--- src/rtl/wac_bram_arbiter.sv ---
`default_nettype none
// ============================================================================
// Module   : wac_bram_arbiter
// Purpose  : Two-requester arbiter/sequencer for BRAM port B. Beats are
//            registered onto the port with a synchronous enable, read data
//            is returned through a fixed-latency valid pipeline, ownership
//            is round-robin on ties and bounded by MAX_OWN cycles.
// Revision : 1.0 - initial release
// ============================================================================
module wac_bram_arbiter #(
    parameter int AW      = 12,
    parameter int DW      = 8,
    parameter int RD_LAT  = 1,
    parameter int MAX_OWN = 64
) (
    input  logic          clk,
    input  logic          rst_n,
    input  logic          req0,
    input  logic          we0,
    input  logic [AW-1:0] addr0,
    input  logic [DW-1:0] wdata0,
    input  logic          last0,
    output logic          gnt0,
    output logic          rvalid0,
    input  logic          req1,
    input  logic          we1,
    input  logic [AW-1:0] addr1,
    input  logic [DW-1:0] wdata1,
    input  logic          last1,
    output logic          gnt1,
    output logic          rvalid1,
    output logic [DW-1:0] rdata,
    output logic          bram_en,
    output logic          bram_we,
    output logic [AW-1:0] bram_addr,
    output logic [DW-1:0] bram_din,
    input  logic [DW-1:0] bram_dout,
    output logic          busy,
    output logic          own_err
);

    localparam int CW = (MAX_OWN > 1) ? $clog2(MAX_OWN) : 1;
    localparam logic [CW-1:0] C_CNT_MAX = CW'(MAX_OWN - 1);

    typedef enum logic [1:0] {
        ST_IDLE = 2'd0,
        ST_OWN0 = 2'd1,
        ST_OWN1 = 2'd2
    } state_t;

    state_t          state_q, state_d;
    logic            prev_q, prev_d;    // 1: requester 1 owned last
    logic [CW-1:0]   cnt_q, cnt_d;
    logic            done_q, done_d;    // final beat already taken on entry
    logic            gnt0_w, gnt1_w, own_err_w;

    logic            bram_en_q, bram_we_q;
    logic [AW-1:0]   bram_addr_q;
    logic [DW-1:0]   bram_din_q;
    logic [RD_LAT:0] rpipe0_q, rpipe1_q;

    // State, round-robin history, ownership counter
    always_ff @(posedge clk or negedge rst_n) begin
        if (!rst_n) begin
            state_q <= ST_IDLE;
            prev_q  <= 1'b1;
            cnt_q   <= '0;
            done_q  <= 1'b0;
        end else begin
            state_q <= state_d;
            prev_q  <= prev_d;
            cnt_q   <= cnt_d;
            done_q  <= done_d;
        end
    end

    // Arbitration, grants, release and forced-release decision
    always_comb begin
        state_d   = state_q;
        prev_d    = prev_q;
        cnt_d     = cnt_q;
        done_d    = done_q;
        gnt0_w    = 1'b0;
        gnt1_w    = 1'b0;
        own_err_w = 1'b0;
        case (state_q)
            ST_IDLE: begin
                if (req0 && (!req1 || prev_q)) begin
                    gnt0_w  = 1'b1;
                    state_d = ST_OWN0;
                    cnt_d   = '0;
                    done_d  = last0;
                end else if (req1) begin
                    gnt1_w  = 1'b1;
                    state_d = ST_OWN1;
                    cnt_d   = '0;
                    done_d  = last1;
                end
            end
            ST_OWN0: begin
                gnt0_w = req0 & ~done_q;
                if (done_q || (gnt0_w && last0)) begin
                    state_d = ST_IDLE;
                    prev_d  = 1'b0;
                    done_d  = 1'b0;
                end else if (cnt_q == C_CNT_MAX) begin
                    state_d   = ST_IDLE;
                    prev_d    = 1'b0;
                    own_err_w = 1'b1;
                end else begin
                    cnt_d = cnt_q + CW'(1);
                end
            end
            ST_OWN1: begin
                gnt1_w = req1 & ~done_q;
                if (done_q || (gnt1_w && last1)) begin
                    state_d = ST_IDLE;
                    prev_d  = 1'b1;
                    done_d  = 1'b0;
                end else if (cnt_q == C_CNT_MAX) begin
                    state_d   = ST_IDLE;
                    prev_d    = 1'b1;
                    own_err_w = 1'b1;
                end else begin
                    cnt_d = cnt_q + CW'(1);
                end
            end
            default: begin
                state_d = ST_IDLE;
            end
        endcase
    end

    // Grants are combinational; reset suppresses them even with req high
    assign gnt0    = gnt0_w & rst_n;
    assign gnt1    = gnt1_w & rst_n;
    assign own_err = own_err_w;

    // Register the accepted beat onto port B for exactly one cycle
    always_ff @(posedge clk or negedge rst_n) begin
        if (!rst_n) begin
            bram_en_q   <= 1'b0;
            bram_we_q   <= 1'b0;
            bram_addr_q <= '0;
            bram_din_q  <= '0;
        end else begin
            bram_en_q <= gnt0 | gnt1;
            if (gnt0) begin
                bram_we_q   <= we0;
                bram_addr_q <= addr0;
                bram_din_q  <= wdata0;
            end else if (gnt1) begin
                bram_we_q   <= we1;
                bram_addr_q <= addr1;
                bram_din_q  <= wdata1;
            end else begin
                bram_we_q   <= 1'b0;
            end
        end
    end

    // Read-valid pipelines: 1 cycle to the port plus RD_LAT of BRAM latency
    always_ff @(posedge clk or negedge rst_n) begin
        if (!rst_n) begin
            rpipe0_q <= '0;
            rpipe1_q <= '0;
        end else begin
            rpipe0_q <= {rpipe0_q[RD_LAT-1:0], gnt0 & ~we0};
            rpipe1_q <= {rpipe1_q[RD_LAT-1:0], gnt1 & ~we1};
        end
    end

    assign bram_en   = bram_en_q;
    assign bram_we   = bram_we_q;
    assign bram_addr = bram_addr_q;
    assign bram_din  = bram_din_q;
    assign rvalid0   = rpipe0_q[RD_LAT];
    assign rvalid1   = rpipe1_q[RD_LAT];
    assign rdata     = (rvalid0 | rvalid1) ? bram_dout : '0;
    assign busy      = (state_q != ST_IDLE) | (|rpipe0_q) | (|rpipe1_q) | bram_en_q;

endmodule
`default_nettype wire

--- config.mk ---
export PLATFORM = sky130hd
export DESIGN_NAME = wac_bram_arbiter
export DESIGN_NICKNAME = d
export VERILOG_FILES = /design/src/rtl/wac_bram_arbiter.sv
export SDC_FILE = /design/constraint.sdc
export NUM_CORES = 1
export LEC_CHECK = 0
export BUFFER_PORTS_ARGS = -buffer_cell sky130_fd_sc_hd__buf_4
export CORE_ASPECT_RATIO = 0.7
export CORE_MARGIN = 2
export CORE_UTILIZATION = 40
export DETAILED_ROUTE_END_ITERATION = 8
export GPL_TIMING_DRIVEN = 0
export PLACE_DENSITY = 0.71
export SYNTH_ARGS = -nofsm -noshare
export SYNTH_HDL_FRONTEND = slang
export SYNTH_SLANG_ARGS = --single-unit
--- constraint.sdc ---
create_clock -name clk -period 2.2 [get_ports clk]
set_clock_uncertainty 0.05 [all_clocks]
set_input_delay 0 -clock clk [delete_from_list [all_inputs] [get_ports clk]]
set_output_delay 0 -clock clk [all_outputs]
set_load 0.01 [all_outputs]
[Word level (Yosys, flattened, before mapping)]
Cells that the tools add are included.
Operators by class
  add/sub/neg operators: 1
  $mul: 0
  divide/modulo/power cells: 0
  magnitude comparators: 0
  equal/unequal tests: 10
  shift-type cells: 0
  mux-type cells: 38
  bitwise logic cells: 14
  reduce and logical (&&, ||, !) cells: 17
Operators by type and width (count)
  $mux 6: 5
  $mux 12: 2
  $mux 8: 3
  $pmux 6 s3: 1
  $mux 1: 16
  $mux 2: 5
  $ne 3x3->1 const B: 3
  $ne 2x2->1 const B: 4
  $pmux 1 s2: 4
  $reduce_and 4->1: 2
  $add 6x1->6 const B: 1
  $and 1x1->1: 6
  $eq 6x6->1 const B: 1
  $pmux 2 s3: 1
  $reduce_bool 2->1: 3
  $or 1x1->1: 5
  $reduce_or 2->1: 2
  $logic_and 1x1->1: 3
  $logic_or 1x1->1: 3
  $not 1->1: 3
  $pmux 1 s3: 1
  $reduce_and 3->1: 1
  $reduce_bool 3->1: 1
  $eq 2x1->1 const B: 1
  3 further kinds: 3
Word-level totals
  register bits: 36
  latch bits: 0
  bits in writable memories: 0
  ROM bits: 0
  input bits: 56
  output and inout bits: 36
  logic and storage cells: 90
  memories kept: 0

[Longest topological paths before layout]
Gate-level depths: netlist of the first run.
  depth after elaboration: 8
  depth in mapped cells: 7
  depth with buffers taken out: 7

[Least setup slack after synthesis of the first run]
No wires, ideal clock.
  path type: flip-flop to flip-flop
  start point: register state_q[0]
  end point: register cnt_q[2]
  setup time: 0.069 ns
  arrival time: 1.694 ns
  data required time: 2.081 ns
  setup slack: 0.387 ns
  stages on the path, launching flop included: 8
  path buffers: 0
  path through: dfrtp_1 -> inv_1 -> ha_1 -> nor3b_1 -> a221oi_4 -> o211ai_4 -> or3_1 -> nand3_1
On the way
  longest elaborated chain between the ends: 3
  elaborated cells on any way between the ends: 9
  those cells by class: eq/ne: 5; mux: 1; reduce/logical: 3
RTL lines
  from (decl): line 51  | state_t state_q, state_d;
  from (signal assigned): line 70  | state_q <= state_d;
  $eq 2x2->1 (tied with other cells): line 86  | case (state_q)
  $ne 2x2->1 (no line) (tied with other cells)
  $reduce_and 4->1 (no line)
  to (signal assigned): line 72  | cnt_q <= cnt_d;
  to (decl): line 53  | logic [CW-1:0] cnt_q, cnt_d;
Parallel ways exist; a longest one is shown, timed or not.
A chain may end at the register's enable or synchronous reset.

[Worst setup path after layout of the first run]
  start point: register state_q[0]
  end point: register bram_addr_q[9], in the netlist bram_addr[9]
On the way
  longest elaborated chain between the ends: 4
  elaborated cells on any way between the ends: 9
  those cells by class: eq/ne: 2; mux: 3; bitwise: 2; reduce/logical: 2
RTL lines
  $eq 2x1->1 (tied with other cells): line 86
  $pmux 1 s2: line 86
  $and 1x1->1, on equally long branches: line 135, 136
  $mux 12 / $reduce_bool 2->1 (equally long branches)
  to (signal assigned): line 150  | bram_addr_q <= addr0;
  to (signal assigned): line 154  | bram_addr_q <= addr1;
  to (decl): line 58  | logic [AW-1:0] bram_addr_q;
Parallel ways exist; a longest one is shown, timed or not.

==> impl_metrics.csv, run 1 <==
group,metric,value,unit
synthesis,yosysTopAreaCellShare,45.3,%
timing,fin_crit_sh,91.7,%
layout,final_core_util,68.8,%
global_routing,antenna_found_initial,0,
pwr,p_int,2090,µW
clock_tree,cts_max_level,2,
clock_tree,cts.sinks,36,
route,dr.pass1.iters,4,
pwr,netSwitchingPower,1300,µW
worst_setup_path,crit_chain,"inv_1 > ha_1 > a22oi_1 > nor2b_2 > clkbuf_1 > nand3_1 > o221ai_1",
layout,area_delta_synth_final,67.6,%
route,drc_errors,0,
clock_tree,cts_buffers,5,
clock_tree,clk_pin_slew,0.08,ns
route,drt-total-wl,5890,µm
clock_tree,cts_buffer_depth,2,
worst_setup_path,crit_type,"reg2reg",
timing,fin_setup_tns,0,ns
layout,fillCellCount,365,
timing,rsz0062_at_grt,"no",
hold_path,holdPathStages,4,
global_routing,grt_max_degree,38,
synthesis,synth_cell_types,35,
worst_setup_path,slowest_stage,"clkbuf_1",
timing,setup_viol,0,
synthesis,synth.area.top_cells,"dfrtp_1 (45%), o221ai_1 (9.5%), nand3_1 (6.5%)",
route,wl_per_cell,14.4,µm
worst_setup_path,cp.arrival,2.17,ns
hold_path,hold_end,"done_q",
clock_tree,postCtsSetupBuffers,0,
worst_setup_path,start_kind,"flip-flop",
global_routing,gr-usage-all-layers,22.9,%
worst_setup_path,ff2ff_path_depth,7,
global_routing,grt_pass1_vias,2071,
synthesis,avgSynthCellArea,9.16,µm²
pwr,p_per_area,1050,nW/µm²
worst_setup_path,r2r_slack,0.18,ns
worst_setup_path,cp.required,2.35,ns
route,via_count,2119,
pwr,p_comb_share,50.1,%
worst_setup_path,cp_max_fo,10,
synthesis,synth-seq-area-share,46.7,%
placed_design,pre_cts_slack,0.124,ns
synthesis,synth_top_cell_by_area,"dfrtp_1",
synthesis,syn_area,1930,µm²
timing,setup_ws,0.182,ns
timing,worst_pin_slew,0.515,ns
worst_setup_path,r2r_start,"state_q[0]",
die,dieArea,5410,µm²
synthesis,syn-num-nets,272,
synthesis,ys_warn_count,0,
layout,postLayoutCellArea,3240,µm²
layout,nets,413,
synthesis,yosys_register_bits,36,
die,die-width,87.1,µm
timing,fmax,495,MHz
pwr,p_seq_share,32.5,%
pwr,leakagePower,0.00159,µW
timing,fin_crit,2.02,ns
clock_tree,root_buffer,"clkbuf_8",
layout,layout-drive-gt1-share,30.6,%
global_routing,overflow,0,
hold_path,hp-start,"last0",
die,die_h,62.1,µm
die,core_area,4700,µm²
die,placementRows,21,
worst_setup_path,endpoint_kind,"flip-flop",
timing,hold_violations,0,
route,ant_nets,0,
timing,drv_slew,0,
layout,antenna_cells,0,
route,vias_per_cell,5.17,
die,start_util,41.1,%
global_routing,grt_pass1_wl,9720,µm
run,max_cap_viol_count,0,
clock_tree,insertion_delay,0.30,ns
placed_design,place.gp.congestion,0.770,
placed_design,dp_hpwl,3690,µm
hold_path,hp-class,"in2reg",
worst_setup_path,max_stage_delay,0.43,ns
synthesis,netlist_instances,211,
run_status,status,"finished clean",
route,drtIter0Drc,119,
die,ios,92,
timing,slew_headroom,65.5,%
pwr,ir_drop,664,µV
placed_design,placed_cell_area,2690,µm²
placed_design,port_buffers,91,
worst_setup_path,reg2reg_to,"bram_addr[9]",
pwr,p_clk_share,17.4,%
pwr,switching_share,38.4,%
clock_tree,cts_tree,"yes",
## layout make-up
| cell class | count | area (µm²) | area share (%) |
|---|---|---|---|
| clock buffers | 5 | 68.8 | 2.13 |
| plain buffers | 11 | 47.5 | 1.47 |
| multi-input cells | 138 | 888 | 27.4 |
| clock inverters | 3 | 42.5 | 1.31 |
| well taps | 57 | 71.3 | 2.20 |
| flip-flops and latches | 36 | 902 | 27.9 |
| repair buffers | 135 | 1120 | 34.7 |
| inverters | 25 | 93.8 | 2.90 |
## layout by cell type, fill, tap and decap left out, types with 2 or more instances in the layout
| cell type | synthesis | routed |
|---|---|---|
| buf_4 | 0 | 91 |
| dlygate4sd3_1 | 0 | 44 |
| dfrtp_1 | 35 | 35 |
| nand2_1 | 33 | 33 |
| inv_1 | 25 | 25 |
| nand3_1 | 25 | 25 |
| o221ai_1 | 21 | 21 |
| nor2b_1 | 10 | 9 |
| clkbuf_1 | 8 | 6 |
| nor2_1 | 5 | 5 |
| ha_1 | 5 | 5 |
| clkbuf_8 | 0 | 5 |
| buf_2 | 4 | 4 |
| a22o_1 | 3 | 3 |
| a21o_1 | 3 | 3 |
| o21ai_1 | 3 | 3 |
| a22oi_1 | 2 | 2 |
| and3_1 | 2 | 2 |
| nand2b_1 | 2 | 2 |
| and2_1 | 2 | 2 |
| o21a_1 | 2 | 2 |
| a21oi_1 | 2 | 2 |
| nor3b_1 | 2 | 2 |
| o31ai_1 | 2 | 2 |
| nand3b_1 | 2 | 2 |
## layer usage
| layer | vias to the layer above | global-route usage (%) | wire length [µm] |
|---|---|---|---|
| li1 | 1028 | - | - |
| met1 | 982 | 28.6 | 2500 |
| met2 | 87 | 36.2 | 2760 |
| met3 | 22 | 5.98 | 420 |
| met4 | 0 | 12.1 | 215 |
| met5 | - | 0 | 0 |
## state kept, by name, summed over array words and instances (netlist names)
register and count:
bram_addr 12, bram_en 1, bram_din 8, state_q 2, prev_q 1, bram_we 1, cnt_q 6, rpipe0_q 2
rpipe1_q 2, done_q 1
## synth_stat cells
cell type   n
clkbuf_1    8
o211ai_4    1
a21oi_1     2
nand3_1    25
ha_1        5
nor3b_1     2
o21ai_0     1
a22o_1      3
mux2i_1     1
o31ai_1     2
a21o_1      3
and2_1      2
nand4_1     1
or3_1       1
inv_1      25
nor2b_1    10
o221ai_1   21
nor3_1      1
buf_2       4
o21a_1      2
a22oi_1     2
nor2_1      5
nand2_1    33
dfrtp_1    35
and3_1      2
o21bai_1    1
a31oi_1     1
a311o_1     1
nand3b_1    2
nand2b_1    2
a32o_1      1
nor4b_1     1
a221oi_4    1
dfstp_2     1
o21ai_1     3
## power groups by stage
stage / sequential [µW] / combinational, µW / clock (µW)
finish: 1100 / 1700 / 589
global route: 1130 / 1860 / 631
CTS: 1100 / 1680 / 597
detailed placement: 1110 / 1620 / 0
global placement: 1100 / 1600 / 0
floorplan: 1170 / 885 / 0
## kinds of logic after synthesis
logic type	synth area share [%]
AO/OA/AOI/OAI	20.1
adder cells (fa/ha/maj)	3.24
buffers and inverters	7.45
AND/OR/NAND/NOR	22.0
multiplexers	0.518
flip-flops	46.7
## through the flow
stage          std cells  total power (µW)  hold slack, ns
3_5_place_dp         359              2720         -0.0610
6_report             410              3390          0.0962
2_1_floorplan        211              2060          -0.346
4_1_cts              411              3380          0.0970
5_1_grt              410              3630           0.135
3_3_place_gp         359              2700         -0.0618
## worst max-delay path: cells and delay by family, from the launching register on
| family | cells | cell delay [ns] |
|---|---|---|
| AO/OA/AOI/OAI | 2 | 0.24 |
| buffers and inverters | 2 | 0.52 |
| adder cells (fa/ha/maj) | 1 | 0.33 |
| flip-flops | 1 | 0.41 |
| AND/OR/NAND/NOR | 2 | 0.38 |
## worst max path at each step
stage	startpoint	to	slack [ns]	cells after the start
2_1_floorplan	state_q[0]	cnt_q[2]	0.39	7
4_1_cts	state_q[0]	own_err	0.03	6
3_5_place_dp	state_q[0]	bram_addr[9]	0.12	7
3_3_place_gp	state_q[0]	bram_addr[3]	0.16	7
6_report	state_q[0]	bram_addr[9]	0.18	7
5_1_grt	state_q[0]	bram_addr[9]	0.02	7
## what timing repair did
action / in CTS / in global routing
setup endpoints to repair: 0 / 22
hold endpoints to repair: 59 / 0
resized for setup: 0 / 3
hold buffers: 44 / 0
(Power assumes the default switching activity.)
==> run 2: changes to the inputs <==
==> constraint.sdc (replaced) <==
create_clock -name clk -period 2.2 [get_ports clk]
set_clock_uncertainty 0.05 [all_clocks]
set_input_delay 0 -clock clk [delete_from_list [all_inputs] [get_ports clk]]
set_output_delay 0 -clock clk [all_outputs]
set_load 0.1 [all_outputs]
==> run 2 against run 1 <==
Compared with the run above: wire length is 0.76% lower; sequential power hardly changed; design area is 0.73% lower; utilization is 0.51 points lower; combinational power is 95% higher; critical path depth is 2 lower.
==> impl_metrics.csv, run 2 (synthesis gave the netlist of run 1 again) <==
group,metric,value,unit
clock_tree,cts_tree,"yes",
die,core_area,4700,µm²
clock_tree,clk_pin_slew,0.07,ns
placed_design,pre_cts_slack,0.0938,ns
timing,setup_viol,0,
die,die_h,62.1,µm
layout,fillCellCount,364,
global_routing,grt_pass1_wl,9580,µm
placed_design,placed_cell_area,2690,µm²
pwr,ir_drop,1130,µV
worst_setup_path,endpoint_kind,"primary output",
layout,final_common_cell,"buf_4",
layout,multi_input_area,897,µm²
hold_path,holdPathStages,4,
clock_tree,root_buffer,"clkbuf_8",
timing,fin_crit,2.06,ns
die,start_util,41.1,%
pwr,leakagePower,0.00158,µW
worst_setup_path,r2r_slack,0.24,ns
timing,fin_setup_tns,0,ns
timing,worst_pin_slew,0.561,ns
route,drt-total-wl,5850,µm
timing,hold_violations,0,
clock_tree,postCtsSetupBuffers,0,
clock_tree,cts_buffer_depth,2,
route,dr.pass1.iters,4,
route,drc_errors,0,
route,via_count,2104,
layout,postLayoutCellArea,3210,µm²
timing,fmax,484,MHz
hold_path,hp-class,"in2reg",
worst_setup_path,cp_max_fo,10,
timing,drv_slew,0,
clock_tree,cts_max_level,2,
clock_tree,insertion_delay,0.29,ns
worst_setup_path,start_kind,"flip-flop",
clock_tree,cts.sinks,36,
placed_design,dp_cells,359,
pwr,p_per_area,1520,nW/µm²
worst_setup_path,cp.arrival,2.01,ns
placed_design,place.gp.congestion,0.844,
run_status,status,"finished clean",
layout,stdcell_count,409,
run,max_cap_viol_count,0,
timing,setup_ws,0.136,ns
route,ant_nets,0,
layout,register_area,902,µm²
global_routing,gr-usage-all-layers,23.0,%
global_routing,antenna_found_initial,0,
timing,slew_headroom,62.6,%
placed_design,dp_hpwl,3840,µm
die,placementRows,21,
layout,largest_reg_flops,12,
layout,final_cell_mix,"buf_4 (91), dlygate4sd3_1 (44), dfrtp_1 (35), nand2_1 (33)",
worst_setup_path,crit_type,"reg2out",
die,dieArea,5410,µm²
layout,area_delta_synth_final,66.4,%
route,drtIter0Drc,103,
die,die-width,87.1,µm
clock_tree,cts_buffers,5,
global_routing,grt_pass1_vias,1979,
timing,rsz0062_at_grt,"no",
layout,layout-drive-gt1-share,31.3,%
layout,antenna_cells,0,
die,ios,92,
worst_setup_path,cp.required,2.15,ns
global_routing,grt_max_degree,38,
route,vias_per_cell,5.14,
global_routing,overflow,0,
timing,fin_crit_sh,93.8,%
placed_design,port_buffers,91,
worst_setup_path,ff2ff_path_depth,7,
layout,nets,413,
route,wl_per_cell,14.3,µm
-- run 2: changes by cell type in the layout (fill, tap and decap cells not counted), sizes merged --
cell / change
clkbuf: +1
bufinv: -1
clkinvlp: -1
-- run 2: final cells by class --
cell class | count | share of cell area (%)
buffer | 11 | 1.52
multi-input combinational | 138 | 27.9
sequential | 36 | 28.1
clock buffer | 6 | 2.26
timing repair buffer | 135 | 35.0
tap | 57 | 2.22
inverter | 25 | 2.92
clock inverter | 1 | 0.156
-- run 2: stage by stage --
stage	hold slack (ns)	utilization, %	total power, µW
after floorplan	-0.346	-	3610
after global placement	-0.0590	57.2	4290
after detailed placement	-0.0578	57.2	4330
after CTS	0.103	68.2	4850
after global routing	0.123	68.3	5110
final	0.106	68.3	4870
-- run 2: final timing paths --
path,from,to
worst max-delay path,state_q[0],own_err
max in group asynchronous,rst_n,prev_q
worst min-delay path,last0,done_q
min in group asynchronous,rst_n,rpipe0_q[1]
worst min register to register,rpipe0_q[0],rpipe0_q[1]
worst max register to register,state_q[0],cnt_q[2]
-- run 2: worst max-delay path, stage by stage, from the launching register on --
cell,delay [ns]
dfrtp_1,0.41
inv_1,0.09
ha_2,0.46
nand4_1,0.26
nor3_2,0.19
buf_4,0.32
-- run 2: power by group --
group / leakage, µW / switching [µW] / total (µW) / internal [µW]
clock network: 0.0000410 / 232 / 447 / 215
registers: 0.000458 / 180 / 1110 / 927
logic: 0.00108 / 2460 / 3320 / 857
total: 0.00158 / 2880 / 4870 / 2000
-- run 2: routing by layer --
layer | global-route usage, % | vias to the layer above | wire length, µm
met5 | 0 | - | 0
met4 | 6.64 | 0 | 109
met3 | 7.31 | 12 | 325
met2 | 36.6 | 73 | 2840
met1 | 29.8 | 989 | 2570
li1 | - | 1030 | -
-- run 2: timing repair --
item | 4_1_cts | 5_1_grt
gates resized for setup | 0 | 6
endpoints found under the setup margin | 1 | 22
hold endpoints to repair | 59 | 0
hold buffers | 44 | 0
